[src/rtl/float_fix_pkg.sv]
// Shared types and constants for the float16 -> sign-magnitude Q7.8 converter.
// Latency: n/a (declarations only).
// Backpressure: n/a.
package float_fix_pkg;

    typedef enum logic [2:0] {
        IDLE  = 3'd0,
        RD_LO = 3'd1,
        RD_HI = 3'd2,
        LOAD  = 3'd3,
        SHIFT = 3'd4,
        WR_LO = 3'd5,
        WR_HI = 3'd6,
        DONE  = 3'd7
    } state_t;

    localparam int FP_BIAS  = 15;
    localparam int EXP_W    = 5;
    localparam int MANT_W   = 10;
    localparam int FIX_FRAC = 8;

    // Exponent thresholds. An exponent of 17 puts the hidden bit at fixed bit 10,
    // which is where {1,m} already sits, so no shift is needed there.
    localparam logic [EXP_W-1:0] E_SAT         = 5'd22;
    localparam logic [EXP_W-1:0] E_ZERO_MAX    = 5'd5;
    localparam logic [EXP_W-1:0] E_UNITY_SHIFT = 5'd17;

    localparam logic [14:0] SAT_MAG = 15'h7FFF;

endpackage

[src/rtl/float_to_fix_decode.sv]
// Classifies a float16 and yields the initial magnitude plus shift direction/count.
// Latency: combinational.
// Backpressure: none.
module float16_decode
    import float_fix_pkg::*;
(
    input  logic [15:0] f,
    output logic        s,
    output logic [14:0] mag_init,
    output logic        dir,      // 1 = shift left, 0 = shift right
    output logic [3:0]  n
);

    logic [EXP_W-1:0]  e;
    logic [MANT_W-1:0] m;
    logic [EXP_W-1:0]  diff;

    assign s = f[15];
    assign e = f[14:10];
    assign m = f[9:0];

    // Pick magnitude seed and shift plan from the exponent range.
    always_comb begin
        mag_init = 15'd0;
        dir      = 1'b0;
        n        = 4'd0;
        diff     = 5'd0;
        if (e <= E_ZERO_MAX) begin
            // Zero, subnormals (flushed) and anything below 2^-9 truncate to 0.
            mag_init = 15'd0;
        end else if (e >= E_SAT) begin
            // Covers |x| >= 128 and inf/NaN.
            mag_init = SAT_MAG;
        end else if (e >= E_UNITY_SHIFT) begin
            diff     = e - E_UNITY_SHIFT;
            mag_init = {4'd0, 1'b1, m};
            dir      = 1'b1;
            n        = diff[3:0];
        end else begin
            diff     = E_UNITY_SHIFT - e;
            mag_init = {4'd0, 1'b1, m};
            dir      = 1'b0;
            n        = diff[3:0];
        end
    end

endmodule

[src/rtl/float_to_fix.sv]
// Reads float16 at SRC_ADDR, writes sign-magnitude Q7.8 at DST_ADDR, pulses nothing but holds done.
// Latency: done rises 5+n edges after start is sampled (n = shift count, 0..11).
// Backpressure: none; start outside IDLE/DONE is ignored.
module float_to_fix
    import float_fix_pkg::*;
#(
    parameter logic [7:0] SRC_ADDR = 8'd2,
    parameter logic [7:0] DST_ADDR = 8'd4
) (
    input  logic       clk,
    input  logic       reset,
    input  logic       start,
    output logic       done,
    output logic [7:0] mem_addr,
    output logic       mem_wr_en,
    output logic [7:0] mem_wdata,
    input  logic [7:0] mem_rdata
);

    state_t      state_q, state_d;
    logic [15:0] f_q;
    logic        s_q;
    logic [14:0] mag_q;
    logic        dir_q;
    logic [3:0]  n_q;

    logic        dec_s;
    logic [14:0] dec_mag;
    logic        dec_dir;
    logic [3:0]  dec_n;

    float16_decode u_decode (
        .f        (f_q),
        .s        (dec_s),
        .mag_init (dec_mag),
        .dir      (dec_dir),
        .n        (dec_n)
    );

    // State register.
    always_ff @(posedge clk) begin
        if (reset) state_q <= IDLE;
        else       state_q <= state_d;
    end

    // Next-state logic.
    always_comb begin
        state_d = state_q;
        case (state_q)
            IDLE, DONE: if (start) state_d = RD_LO;
            RD_LO:      state_d = RD_HI;
            RD_HI:      state_d = LOAD;
            LOAD:       state_d = (dec_n != 4'd0) ? SHIFT : WR_LO;
            SHIFT:      if (n_q == 4'd1) state_d = WR_LO;
            WR_LO:      state_d = WR_HI;
            WR_HI:      state_d = DONE;
            default:    state_d = IDLE;
        endcase
    end

    // Datapath: operand capture, decode load, iterative shifter and done flag.
    always_ff @(posedge clk) begin
        if (reset) begin
            f_q   <= 16'd0;
            s_q   <= 1'b0;
            mag_q <= 15'd0;
            dir_q <= 1'b0;
            n_q   <= 4'd0;
            done  <= 1'b0;
        end else begin
            case (state_q)
                IDLE, DONE: if (start) done <= 1'b0;
                RD_LO:      f_q[7:0]  <= mem_rdata;
                RD_HI:      f_q[15:8] <= mem_rdata;
                LOAD: begin
                    s_q   <= dec_s;
                    mag_q <= dec_mag;
                    dir_q <= dec_dir;
                    n_q   <= dec_n;
                end
                SHIFT: begin
                    // Right shifts drop LSBs: truncation, no rounding.
                    mag_q <= dir_q ? {mag_q[13:0], 1'b0} : {1'b0, mag_q[14:1]};
                    n_q   <= n_q - 4'd1;
                end
                WR_HI:      done <= 1'b1;
                default:    ;
            endcase
        end
    end

    // Memory port decoded from state; idle states park everything at zero.
    always_comb begin
        mem_addr  = 8'd0;
        mem_wr_en = 1'b0;
        mem_wdata = 8'd0;
        case (state_q)
            RD_LO: mem_addr = SRC_ADDR;
            RD_HI: mem_addr = SRC_ADDR + 8'd1;
            WR_LO: begin
                mem_addr  = DST_ADDR;
                mem_wr_en = 1'b1;
                mem_wdata = mag_q[7:0];
            end
            WR_HI: begin
                mem_addr  = DST_ADDR + 8'd1;
                mem_wr_en = 1'b1;
                mem_wdata = {s_q, mag_q[14:8]};
            end
            default: ;
        endcase
    end

endmodule

[config.mk]
export PLATFORM = sky130hd
export DESIGN_NAME = float_to_fix
export DESIGN_NICKNAME = d
export VERILOG_FILES = /design/src/rtl/float_fix_pkg.sv /design/src/rtl/float_to_fix_decode.sv /design/src/rtl/float_to_fix.sv
export SDC_FILE = /design/constraint.sdc
export NUM_CORES = 1
export LEC_CHECK = 0
export CAP_MARGIN = 15
export CORE_UTILIZATION = 25
export DETAILED_ROUTE_END_ITERATION = 10
export DONT_BUFFER_PORTS = 1
export PLACE_DENSITY = 0.44
export SYNTH_ARGS = -nofsm -noshare
export SYNTH_HDL_FRONTEND = slang
export SYNTH_SLANG_ARGS = --single-unit
[constraint.sdc]
create_clock -name clk -period 5.6 [get_ports clk]
set_input_delay 1.12 -clock clk [delete_from_list [all_inputs] [get_ports clk]]
set_output_delay 1.12 -clock clk [all_outputs]
set_load 0.01 [all_outputs]
# ---- After elaboration in Yosys (flattened, before gate mapping)
# Cells that the tools add are included.
dict set report totals {
  register_bits 41
  latchBits 0
  ram_bits 0
  mem_bits_ro 0
  out_inout_bits 18
  wordCells 52
  mem_count 0
}
dict set report classes {
  n_addsub 3
  mul 0
  n_div 0
  order_cmp 3
  eq_ne 10
  shift 0
  muxes 20
  bitwise_logic 0
  n_reduce_logical 8
}
# op n
set op_table {}
lappend op_table {{2-to-1 mux 15 bit} 3}
lappend op_table {{case mux 15 bit (2 select lines)} 1}
lappend op_table {{case mux 3 bit (7 select lines)} 1}
lappend op_table {{case mux 8 bit (2 select lines)} 1}
lappend op_table {{equality test 3 bit (second input constant)} 4}
lappend op_table {{2-to-1 mux 4 bit} 3}
lappend op_table {{case mux 3 bit (4 select lines)} 1}
lappend op_table {{>= comparator 5 bit (second input constant)} 2}
lappend op_table {{case mux 4 bit (2 select lines)} 1}
lappend op_table {{subtractor 4 x 1 -> 4 bit (second input constant)} 2}
lappend op_table {{equality test 3 x 2 -> 1 bit (second input constant)} 2}
lappend op_table {{2-to-1 mux 1 bit} 6}
lappend op_table {{2-to-1 mux 3 bit} 2}
lappend op_table {{less-or-equal comparator 5 x 3 -> 1 bit (second input constant)} 1}
lappend op_table {{equality test 4 x 1 -> 1 bit (second input constant)} 1}
lappend op_table {{inequality test 2 bit (second input constant)} 2}
lappend op_table {{AND reduction 2 bit} 2}
lappend op_table {{nonzero test 2 bit} 2}
lappend op_table {{nonzero test 4 bit} 1}
lappend op_table {{OR reduction 2 bit} 2}
lappend op_table {{subtractor 1 x 4 -> 4 bit (first input constant)} 1}
lappend op_table {{equality test 3 x 1 -> 1 bit (second input constant)} 1}
lappend op_table {{logical NOT 3 bit} 1}
lappend op_table {{case mux 1 bit (2 select lines)} 1}

# ---- Logic depth before layout (Yosys ltp)
# Gate-level depths: netlist of run 1.
dict set report logic_depth {
  ltp_word 7
  mapped_depth 8
}

# ---- Modules after synthesis
# Synthesis of run 1 repeated with hierarchy kept, for this count alone.
dict set report unflattened {
  cells_unflattened 297
  area_unflattened_um2 2513.7
}
# mod n_inst cells_per_inst area_per_inst_um2
set by_module_without_submodules {}
lappend by_module_without_submodules {float_to_fix 1 248 2170.8}
lappend by_module_without_submodules {float16_decode 1 49 342.8}

# ---- Least setup slack after synthesis of run 1
# OpenSTA, ideal clock, no wires.
dict set report synth_path {
  kind {register -> output}
  start {register state_q[1]}
  end {output mem_addr[2]}
  t_arrival_ns 1.368
  path_slack_ns 3.112
  path_stages_with_launch 6
  path_buffers 3
  path_cell_list {dfxtp_1 buf_2 nor2b_1 clkbuf_1 o21a_1 buf_4}
}
dict set report synth_between {
  elab_chain_len 2
  elab_cells_between_ends 5
  cone_classes {4 x eq/ne; 1 x mux}
}
# element line
set synth_lines {}
lappend synth_lines {{from (decl)} float_to_fix.sv:20} ;# state_t state_q, state_d;
lappend synth_lines {{from (signal assigned)} float_to_fix.sv:43} ;# else state_q <= state_d;
lappend synth_lines {{equality test 3 bit (tied with other cells)} float_to_fix.sv:97} ;# case (state_q)
lappend synth_lines {{case mux 3 bit (4 select lines) (*)} float_to_fix.sv:97}
lappend synth_lines {{to (decl)} float_to_fix.sv:14} ;# output logic [7:0] mem_addr,
# Mark *: on every way between the ends. The rest lies on a longest branch, timed or not.

# ---- Worst setup path after layout of run 1
dict set report layout_path {
  start {register state_q[1]}
  end {output mem_wdata[0]}
}
dict set report layout_between {
  elab_chain_len 2
  elab_cells_between_ends 3
  cone_classes {2 x eq/ne; 1 x mux}
}
# element line
set layout_lines {}
lappend layout_lines {{equality test 3 bit} float_to_fix.sv:97}
lappend layout_lines {{case mux 8 bit (2 select lines) (*)} float_to_fix.sv:97}
lappend layout_lines {{to (decl)} float_to_fix.sv:16} ;# output logic [7:0] mem_wdata,
# Marks and branches as above.

==> results of run 1 <==
## placed cells by master, fill, tap and decap left out, drive strengths merged, types with 3 or more instances in the layout
| cell type | Yosys | final |
|---|---|---|
| nor2b | 15 | 15 |
| mux2i | 32 | 32 |
| nor2 | 40 | 40 |
| clkbuf | 11 | 6 |
| inv | 9 | 9 |
| nor3 | 5 | 5 |
| a22oi | 9 | 9 |
| nand2b | 4 | 4 |
| and2 | 3 | 3 |
| o21ai | 5 | 5 |
| conb | 1 | 5 |
| ha | 9 | 9 |
| dfxtp | 41 | 41 |
| o211ai | 10 | 10 |
| nand2 | 7 | 7 |
| a21oi | 39 | 39 |
## registers in the layout, indices dropped and copies added, names as in the netlist
signal	count
n_q	4
f_q	16
done	1
state_q	3
s_q	1
dir_q	1
mag_q	15
## cells in the mapped netlist, drive strengths merged (7+ instances only)
| library cell | count | area (sq um) |
|---|---|---|
| ha | 9 | 113 |
| a22oi | 9 | 67.6 |
| nand2 | 7 | 26.3 |
| dfxtp | 41 | 821 |
| clkbuf | 11 | 41.3 |
| nor2b | 15 | 93.8 |
| nor2 | 40 | 155 |
| inv | 9 | 33.8 |
| buf | 17 | 106 |
| a21oi | 39 | 195 |
| o211ai | 10 | 75.1 |
| mux2i | 32 | 320 |
## worst min-delay path: stages, from the launching register on
cell and delay [ns]:
dfxtp_1 0.34, nand2_1 0.06, a31oi_1 0.07
## cell type report
| class | count | area, sq um |
|---|---|---|
| clock buffer | 6 | 72.6 |
| timing repair buffer | 1 | 7.51 |
| inverter | 9 | 33.8 |
| fill | 997 | 6700 |
| sequential | 41 | 821 |
| tap | 111 | 139 |
| clock inverter | 2 | 38.8 |
| multi-input combinational | 206 | 1380 |
## routing by layer
layer  vias to the layer above  share of wire  track usage
li1                        942              -            -
met1                       886           0.51        0.162
met2                        32           0.43        0.186
met3                         4          0.051       0.0387
met4                         0         0.0057       0.0305
met5                         -              0            0
## worst min path at each step
stage                    from         to  slack, ns  cells past startpoint
floorplan             f_q[15]    f_q[15]       0.46                      2
global placement       f_q[0]     f_q[0]       0.48                      2
detailed placement     f_q[2]     f_q[2]       0.49                      2
CTS                 mag_q[14]  mag_q[14]       0.50                      2
global route          f_q[15]    f_q[15]       0.53                      2
finish              mag_q[14]  mag_q[14]       0.50                      2
## power by group
part / total (mW) / switching [mW] / leakage [nW] / internal [mW]
Combinational: 0.0827 / 0.0508 / 0.356 / 0.0319
Clock: 0.242 / 0.108 / 0.0554 / 0.134
Sequential: 0.317 / 0.0142 / 0.332 / 0.303
## per-stage QoR
step                       util  area, sq um  hold slack, ns  std cells  power [mW]
after floorplan               -         2380           0.460        284       0.399
after global placement    0.259         2380           0.479        368       0.407
after detailed placement  0.259         2380           0.490        368       0.408
after CTS                 0.271         2490           0.505        376       0.651
after global routing      0.271         2490           0.531        376       0.677
final                     0.271         2490           0.502        376       0.642
## cells by family (layout without fill, tap and decap cells)
kind of cell	after synthesis	after routing	share of synthesized area
compound gates	74	74	0.206
xor+xnor	2	2	0.00740
fa+ha+maj	9	9	0.0476
buf+inv	37	18	0.0766
flops	41	41	0.347
mux	33	33	0.140
other cells	1	5	0.00158
simple gates	83	83	0.174
==> metrics.md, run 1 <==
| Metric | Value |
|---|---|
| Status | complete, no violations |
| Unrepaired setup endpoints after global routing | no |
| Syn avg cell area | 8.45 sq um |
| CP peak stage delay | 0.89 ns |
| MaxCap Viol Count | 0 |
| Kind of critical path | reg2out |
| Nets | 284 |
| Worst-path fanout max | 13 |
| Clock transition at the registers of the reported paths | 0.08 ns |
| CTS Hold Buffers Added | 0 |
| Worst Skew | 0.00943 ns |
| Drt via density | 4.96 |
| Prevailing post-synth register cell | dfxtp_1 |
| Final setup viols | 0 |
| Dpl hpwl | 3910 microns |
| Share of layout cells above drive strength 1 | 0.0679 |
| CTS Buffer Depth | 2 |
| Asr flop ratio synth | 0 |
| Arrival @ worst endpoint | 2.14 ns |
| Final wirelength | 5580 microns |
| Routed length per instance | 14.8 microns |
| Max_slew headroom | 0.276 |
| Antenna fix cells | 0 |
| Tmin final | 3.26 ns |
| Number of antenna violations at the first check in global routing | 0 |
| Cell Area, Synth | 0.00237 sq mm |
| Worst slack, placed | 2.63 ns |
| Starting density of the core | 0.257 |
| Worst reg2reg startpoint | f_q[11] |
| Crit-path cells | nor2b_1, a22oi_1, nor2b_1 |
| Post-CTS Setup Inserts | 0 |
| FF-to-FF setup slack | 2.96 ns |
| Pwr Density | 258 mW/mm^2 |
| Resized cells post-CTS | 0 |
| Final period utilization | 0.582 |
| Final Wtd Congestion | 0.767 |
| Vias in the first global route | 1,771 |
| Req. time, crit path | 4.48 ns |
| Residual DRC | 0 |
| Worst-skew pair later-pin latency | 0.29 ns |
| WP depth | 3 |
| Critical Path Start Type | flop |
| Critical Path End | mem_wdata[0] |
| Die Span Y | 99.3 microns |
| Synth unique cells | 42 |
| Post-DRT Antenna Nets | 0 |
| FF-to-FF End | n_q[2] |
| Count of final hold-check violations | 0 |
| CTS sink count | 41 |
| Final worst slack | 2.34 ns |
| Most Frequent Cell on Critical Path | nor2b_1 |
| Die area | 0.00986 sq mm |
| Slowest CP cell | nor2b_1 |
| Tightest Pin Transition | 1.08 ns |
| H-tree level count | 2 |
| Crit. Startpoint | state_q[1] |
| CP endpoint kind | output pin |
| 1st-pass router iterations | 5 |
| Min-Delay Path Class | reg2reg |
| First-pass GRT wire length | 9290 microns |
| Row count | 35 |
| Fmax | 0.307 GHz |
| EDFF count, synth | 0 |
| CP bufs+invs | 0 |
| Io pins | 29 |
| Worst path top cell family by delay | simple AND/OR/NAND/NOR gates |
| Die Width | 99.3 microns |
| Grt ovf | 0 |
| Leak pwr | 0.744 nW |
| Worst VDD drop | 0.0885 mV |
| Setup TNS | 0 ns |
| Synth-to-Final Area Change | 5.29% |
| Num CTS Buffers | 5 |
| Largest net degree at the start of global routing | 42 |
| GRT Total Usage | 0.120 |
| CTS tree | built |
| Final Slew Violations | 0 |
| Yosys warning total | 0 |
| Syn Inst Count | 280 |
| Buffers added on ports | 0 |
| Root Driver | clkbuf_8 |
| Core Footprint | 0.00920 sq mm |
| Vias | 1,864 |
| DR iter-0 viols | 75 |
| Register bit total from synthesis | 41 |
| Worst Reg2Reg Path Length in Cells | 7 |
| Register area share after synthesis | 0.347 |
Power figures use the tool's default switching activity.
==> run 2, diff against run 1 <==
==> constraint.sdc (replaced) <==
create_clock -name clk -period 3 [get_ports clk]
set_input_delay 0.6 -clock clk [delete_from_list [all_inputs] [get_ports clk]]
set_output_delay 0.6 -clock clk [all_outputs]
set_load 0.01 [all_outputs]
==> metrics.md, run 2 (same netlist as run 1, synthesis figures left out) <==
| Metric | Value |
|---|---|
| Arrival @ worst endpoint | 1.88 ns (-0.26 ns) |
| Drt via density | 4.81 (-3.1%) |
| Worst-skew pair later-pin latency | 0.30 ns (about the same) |
| Final Wtd Congestion | 0.733 (-4.5%) |
| Clock transition at the registers of the reported paths | 0.08 ns (about the same) |
| Final period utilization | 0.827 |
| Worst Skew | 0.00570 ns (-0.00373 ns) |
| Worst path top cell family by delay | simple AND/OR/NAND/NOR gates |
| Pwr Density | 452 mW/mm^2 (+75%) |
| Min-Delay Path Class | in2reg |
| CP peak stage delay | 0.68 ns (-0.21 ns) |
| 1st-pass router iterations | 4 (-1) |
| Most common cell after layout, fill and taps aside | dfxtp_1 |
| Post-CTS Setup Inserts | 0 (unchanged) |
| Core Footprint | 0.00920 sq mm (unchanged) |
| Buffers added on ports | 0 (unchanged) |
| Largest regs | f_q x16, mag_q x15, n_q x4 |
| Synth-to-Final Area Change | 5.66% |
| Grt ovf | 0 (unchanged) |
| Tmin final | 2.48 ns |
| Slowest CP cell | nor2b_1 |
| Max reg flops | 16 (unchanged) |
| Vias | 1,826 (-2.0%) |
| Commonest non-fill, non-tap cells in the layout | dfxtp_1 (41), a21oi_1 (39), nor2_1 (38) |
| Crit-path cells | nor2b_1, a22oi_1, nor2b_1 |
| Worst-path fanout max | 11 (-2) |
| Antenna fix cells | 0 (unchanged) |
| Fmax | 0.403 GHz |
| GRT Total Usage | 0.120 (unchanged) |
| Unrepaired setup endpoints after global routing | no |
| Largest net degree at the start of global routing | 42 (unchanged) |
| Root Driver | clkbuf_8 |
| CTS tree | built |
| Most Frequent Cell on Critical Path | nor2b_1 |
| Kind of critical path | reg2out |
| Dpl hpwl | 3890 microns (-0.54%) |
| Resized cells post-CTS | 0 (unchanged) |
| Starting density of the core | 0.257 (unchanged) |
| Final wirelength | 5570 microns (-0.29%) |
| Worst VDD drop | 0.179 mV (+100%) |
| Count of final hold-check violations | 0 (unchanged) |
| Residual DRC | 0 (unchanged) |
| Req. time, crit path | 2.40 ns (-2.08 ns) |
| Die area | 0.00986 sq mm (unchanged) |
| Die Span Y | 99.3 microns (unchanged) |
| Final Slew Violations | 0 (unchanged) |
| Max_slew headroom | 0.438 (+0.161) |
| Setup TNS | 0 ns (unchanged) |
| DR iter-0 viols | 115 (+53%) |
| Routed length per instance | 14.6 microns (-1.3%) |
| Share of layout cells above drive strength 1 | 0.0855 (+0.0176) |
| Number of antenna violations at the first check in global routing | 0 (unchanged) |
| CTS Hold Buffers Added | 0 (unchanged) |
| First-pass GRT wire length | 9540 microns (+2.7%) |
| Post-DRT Antenna Nets | 0 (unchanged) |
| CTS sink count | 41 (unchanged) |
| CTS Buffer Depth | 2 (unchanged) |
| Final setup viols | 0 (unchanged) |
| Biggest register | f_q |
| CP endpoint kind | output pin |
| Row count | 35 (unchanged) |
| Tightest Pin Transition | 0.842 ns (-0.241 ns) |
| CP bufs+invs | 0 (unchanged) |
| Vias in the first global route | 1,846 (+4.2%) |
| Nets | 288 (+1.4%) |
| MaxCap Viol Count | 0 (unchanged) |
| Leak pwr | 0.754 nW (+1.4%) |
| Status | complete, no violations |
| Die Width | 99.3 microns (unchanged) |
| Hold Slack | 0.366 ns (-0.136 ns) |
| H-tree level count | 2 (unchanged) |
| Design Power | 1.13 mW (+76%) |
| Critical Path Start Type | flop |
| Num CTS Buffers | 5 (unchanged) |
| Io pins | 29 (unchanged) |
-- run 2: changes by cell type in the layout (fill, tap and decap cells not counted), sizes merged --
cell,previous run,this run
buf,1,5
bufinv,1,0
inv,9,10
clkbuf,6,5
clkinvlp,0,1
-- run 2: area by class of cell --
| cell class | count | area [sq um] |
|---|---|---|
| clock buffers | 5 | 68.8 |
| clock inverters | 3 | 21.3 |
| fillers | 1015 | 6700 |
| inverters | 9 | 33.8 |
| multi-input cells | 206 | 1380 |
| flip-flops and latches | 41 | 821 |
| well taps | 111 | 139 |
| repair buffers | 5 | 37.5 |
-- run 2: path summary, 6_finish.rpt --
kind | from | end | slack [ns] | cells past startpoint
setup / recovery | state_q[0] | mem_wdata[0] | 0.52 | 3
hold / removal | reset | done | 0.37 | 1
setup reg to reg | f_q[10] | n_q[2] | 0.79 | 8
hold reg to reg | done | done | 0.51 | 2
-- run 2: stage by stage --
step           cells  worst slack, ns  area [sq um]   util
2_1_floorplan    284             1.03          2380      -
3_3_place_gp     372            0.804          2410  0.262
3_5_place_dp     372            0.778          2410  0.262
4_1_cts          380            0.438          2500  0.272
5_1_grt          380            0.325          2500  0.272
6_report         380            0.519          2500  0.272
-- run 2: worst reg2reg max path, stage by stage (launching register included) --
cell	delay [ns]
dfxtp_1	0.46
inv_1	0.12
ha_1	0.23
a211oi_1	0.25
nor2b_1	0.08
buf_4	0.18
nand2b_1	0.20
or3_1	0.38
a221oi_2	0.23
-- run 2: layer usage --
| layer | GRT usage | routed length [microns] | vias up |
|---|---|---|---|
| met5 | 0 | 0 | - |
| met4 | 0.0271 | 36 | 0 |
| met2 | 0.183 | 2400 | 28 |
| met3 | 0.0344 | 293 | 4 |
| met1 | 0.168 | 2840 | 853 |
| li1 | - | - | 941 |
-- run 2: where the power goes --
group          leakage, nW  internal [mW]  switching, mW
clock               0.0445          0.165          0.211
combinational        0.378         0.0650         0.0964
sequential           0.332          0.565         0.0269
==> run 3, diff against run 2 <==
--- a/config.mk
+++ b/config.mk
@@ -9,7 +9,7 @@
 export CORE_UTILIZATION = 25
 export DETAILED_ROUTE_END_ITERATION = 10
 export DONT_BUFFER_PORTS = 1
-export PLACE_DENSITY = 0.44
+export PLACE_DENSITY = 0.46
 export SYNTH_ARGS = -nofsm -noshare
 export SYNTH_HDL_FRONTEND = slang
 export SYNTH_SLANG_ARGS = --single-unit
==> constraint.sdc (replaced) <==
create_clock -name clk -period 2.2 [get_ports clk]
set_input_delay 0.44 -clock clk [delete_from_list [all_inputs] [get_ports clk]]
set_output_delay 0.44 -clock clk [all_outputs]
set_load 0.01 [all_outputs]
==> metrics.md, run 3 (same netlist as run 1, synthesis figures left out) <==
| Metric | Value |
|---|---|
| Status | finished, violations left |
| Failing checks | design-rule violations |
| GRT Total Usage | 0.120 (-0.000705) |
| CTS sink count | 41 (unchanged) |
| Core Footprint | 0.00920 sq mm (unchanged) |
| CP peak stage delay | 0.39 ns (-0.29 ns) |
| Post-CTS Setup Inserts | 0 (unchanged) |
| Largest regs | f_q x16, mag_q x15, n_q x4 |
| Final period utilization | 0.919 |
| CTS tree | built |
| Vias | 1,890 (+3.5%) |
| Slowest CP cell | dfxtp_1 |
| Antenna fix cells | 0 (unchanged) |
| FF-to-FF End | n_q[2] |
| Residual DRC | 2 (+2) |
| DR iter-0 viols | 115 (unchanged) |
| Number of antenna violations at the first check in global routing | 0 (unchanged) |
| Max reg flops | 16 (unchanged) |
| Final wirelength | 5520 microns (-0.77%) |
| Vias in the first global route | 1,855 (+0.49%) |
| Die Span Y | 99.3 microns (unchanged) |
| Final Slew Violations | 0 (unchanged) |
| Post-DRT Antenna Nets | 0 (unchanged) |
| Share of layout cells above drive strength 1 | 0.109 (+0.0232) |
| Unrepaired setup endpoints after global routing | no |
| Min-Delay Path Class | in2reg |
| Sequential cell area | 821 sq um (unchanged) |
| Row count | 35 (unchanged) |
| MaxCap Viol Count | 0 (unchanged) |
| CP bufs+invs | 1 (+1) |
| Buffers added on ports | 0 (unchanged) |
| Worst reg2reg startpoint | f_q[11] |
| Critical Path Start Type | flop |
| Nets | 295 (+2.4%) |
| Worst-path fanout max | 6 (-5) |
| Synth-to-Final Area Change | 8.03% |
| Clock transition at the registers of the reported paths | 0.08 ns (about the same) |
| CTS Buffer Depth | 2 (unchanged) |
| H-tree level count | 2 (unchanged) |
| Psw | 0.458 mW (+37%) |
| Req. time, crit path | 2.41 ns (about the same) |
| CP endpoint kind | flop |
| Final setup viols | 0 (unchanged) |
| Design Power | 1.56 mW (+38%) |
| First-pass GRT wire length | 9400 microns (-1.5%) |
| Worst-skew pair later-pin latency | 0.30 ns (about the same) |
| Multi-input combinational cell area | 0.00138 sq mm (unchanged) |
| CTS Hold Buffers Added | 0 (unchanged) |
| Num CTS Buffers | 5 (unchanged) |
| Resized cells post-CTS | 0 (unchanged) |
| Root Driver | clkbuf_8 |
| Dpl hpwl | 3980 microns (+2.2%) |
| Worst Reg2Reg Path Length in Cells | 7 (-1) |
| Most common cell after layout, fill and taps aside | dfxtp_1 |
| Die area | 0.00986 sq mm (unchanged) |
| FF-to-FF setup slack | 0.18 ns (-0.61 ns) |
| Die Width | 99.3 microns (unchanged) |
| Drt via density | 4.88 (+1.6%) |
| Count of final hold-check violations | 0 (unchanged) |
| Hold path cells | 1 (unchanged) |
| Routed length per instance | 14.3 microns (-2.6%) |
| Leak pwr | 0.792 nW (+4.9%) |
| Crit-path cells | inv_1, ha_1, and2_4, o31ai_4, mux2i_1, or3_1, a221oi_2 |
| Pwr Density | 609 mW/mm^2 (+35%) |
| Worst hold start | reset |
| Worst VDD drop | 0.233 mV (+30%) |
| Setup TNS | 0 ns (unchanged) |
| Starting density of the core | 0.257 (unchanged) |
| Hold Slack | 0.202 ns (-0.163 ns) |
| Hold EP | done |
| Sw Ratio | 0.294 (-0.00202) |
| Arrival @ worst endpoint | 2.24 ns (+0.36 ns) |
| 1st-pass router iterations | 7 (+3) |
| Io pins | 29 (unchanged) |
| Commonest non-fill, non-tap cells in the layout | dfxtp_1 (41), a21oi_1 (39), nor2_1 (38) |
| Kind of critical path | reg2reg |
| Final Wtd Congestion | 0.753 (+2.8%) |
| Combinational power share | 0.151 (+0.008) |
| Fill cells | 995 (-2.0%) |
| Clock power frac | 0.335 (+0.002) |
| Worst path top cell family by delay | simple AND/OR/NAND/NOR gates |
| Worst Skew | 0.00771 ns (+0.00201 ns) |
| Largest net degree at the start of global routing | 42 (unchanged) |
| Max_slew headroom | 0.619 (+0.181) |
| Sequential Power Share | 0.514 (-0.010) |
| Fmax | 0.495 GHz |
| Grt ovf | 0 (unchanged) |
| Biggest register | f_q |
| Tightest Pin Transition | 0.571 ns (-0.272 ns) |
| Internal power | 1.10 mW (+38%) |
| Tmin final | 2.02 ns |
[run 3: changes by cell type in the layout (fill, tap and decap cells not counted)]
cell / delta
buf_4: +7
clkinv_2: -1
inv_6: +1
[run 3: per-stage QoR]
| step | setup slack (ns) | cells | instance area (sq um) | utilization |
|---|---|---|---|---|
| finish | 0.178 | 387 | 2560 | 0.278 |
| global placement | 0.273 | 379 | 2460 | 0.268 |
| floorplan | 0.316 | 284 | 2380 | - |
| CTS | 0.168 | 387 | 2560 | 0.278 |
| global route | 0.0604 | 387 | 2560 | 0.278 |
| detailed placement | 0.193 | 379 | 2460 | 0.268 |
[run 3: layout make-up]
class                      count  share of cell area
multi-input combinational    206               0.540
sequential                    41               0.321
tap                          111              0.0543
timing repair buffer          12              0.0352
clock buffer                   5              0.0269
inverter                       9              0.0132
clock inverter                 3             0.00978
[run 3: per-layer routing]
metal	GRT usage	wire length, microns
met1	0.172	2820
met3	0.0309	318
met5	0	0
met2	0.178	2360
met4	0.0271	24
[run 3: worst max-delay path by stage]
| stage | slack, ns | depth (start not counted) | start | to |
|---|---|---|---|---|
| 2_1_floorplan | 0.32 | 8 | f_q[12] | n_q[2] |
| 3_3_place_gp | 0.27 | 7 | f_q[11] | n_q[2] |
| 3_5_place_dp | 0.19 | 7 | f_q[11] | n_q[2] |
| 4_1_cts | 0.17 | 7 | f_q[11] | n_q[2] |
| 5_1_grt | 0.06 | 4 | state_q[1] | mem_wdata[0] |
| 6_report | 0.18 | 7 | f_q[11] | n_q[2] |
[run 3: power by group through the flow]
stage               sequential (mW)  clock (mW)  combinational (mW)
floorplan                     0.804           0               0.212
global placement              0.818           0               0.235
detailed placement            0.818           0               0.237
CTS                           0.801       0.544               0.238
global route                  0.806       0.578               0.265
finish                        0.801       0.522               0.236
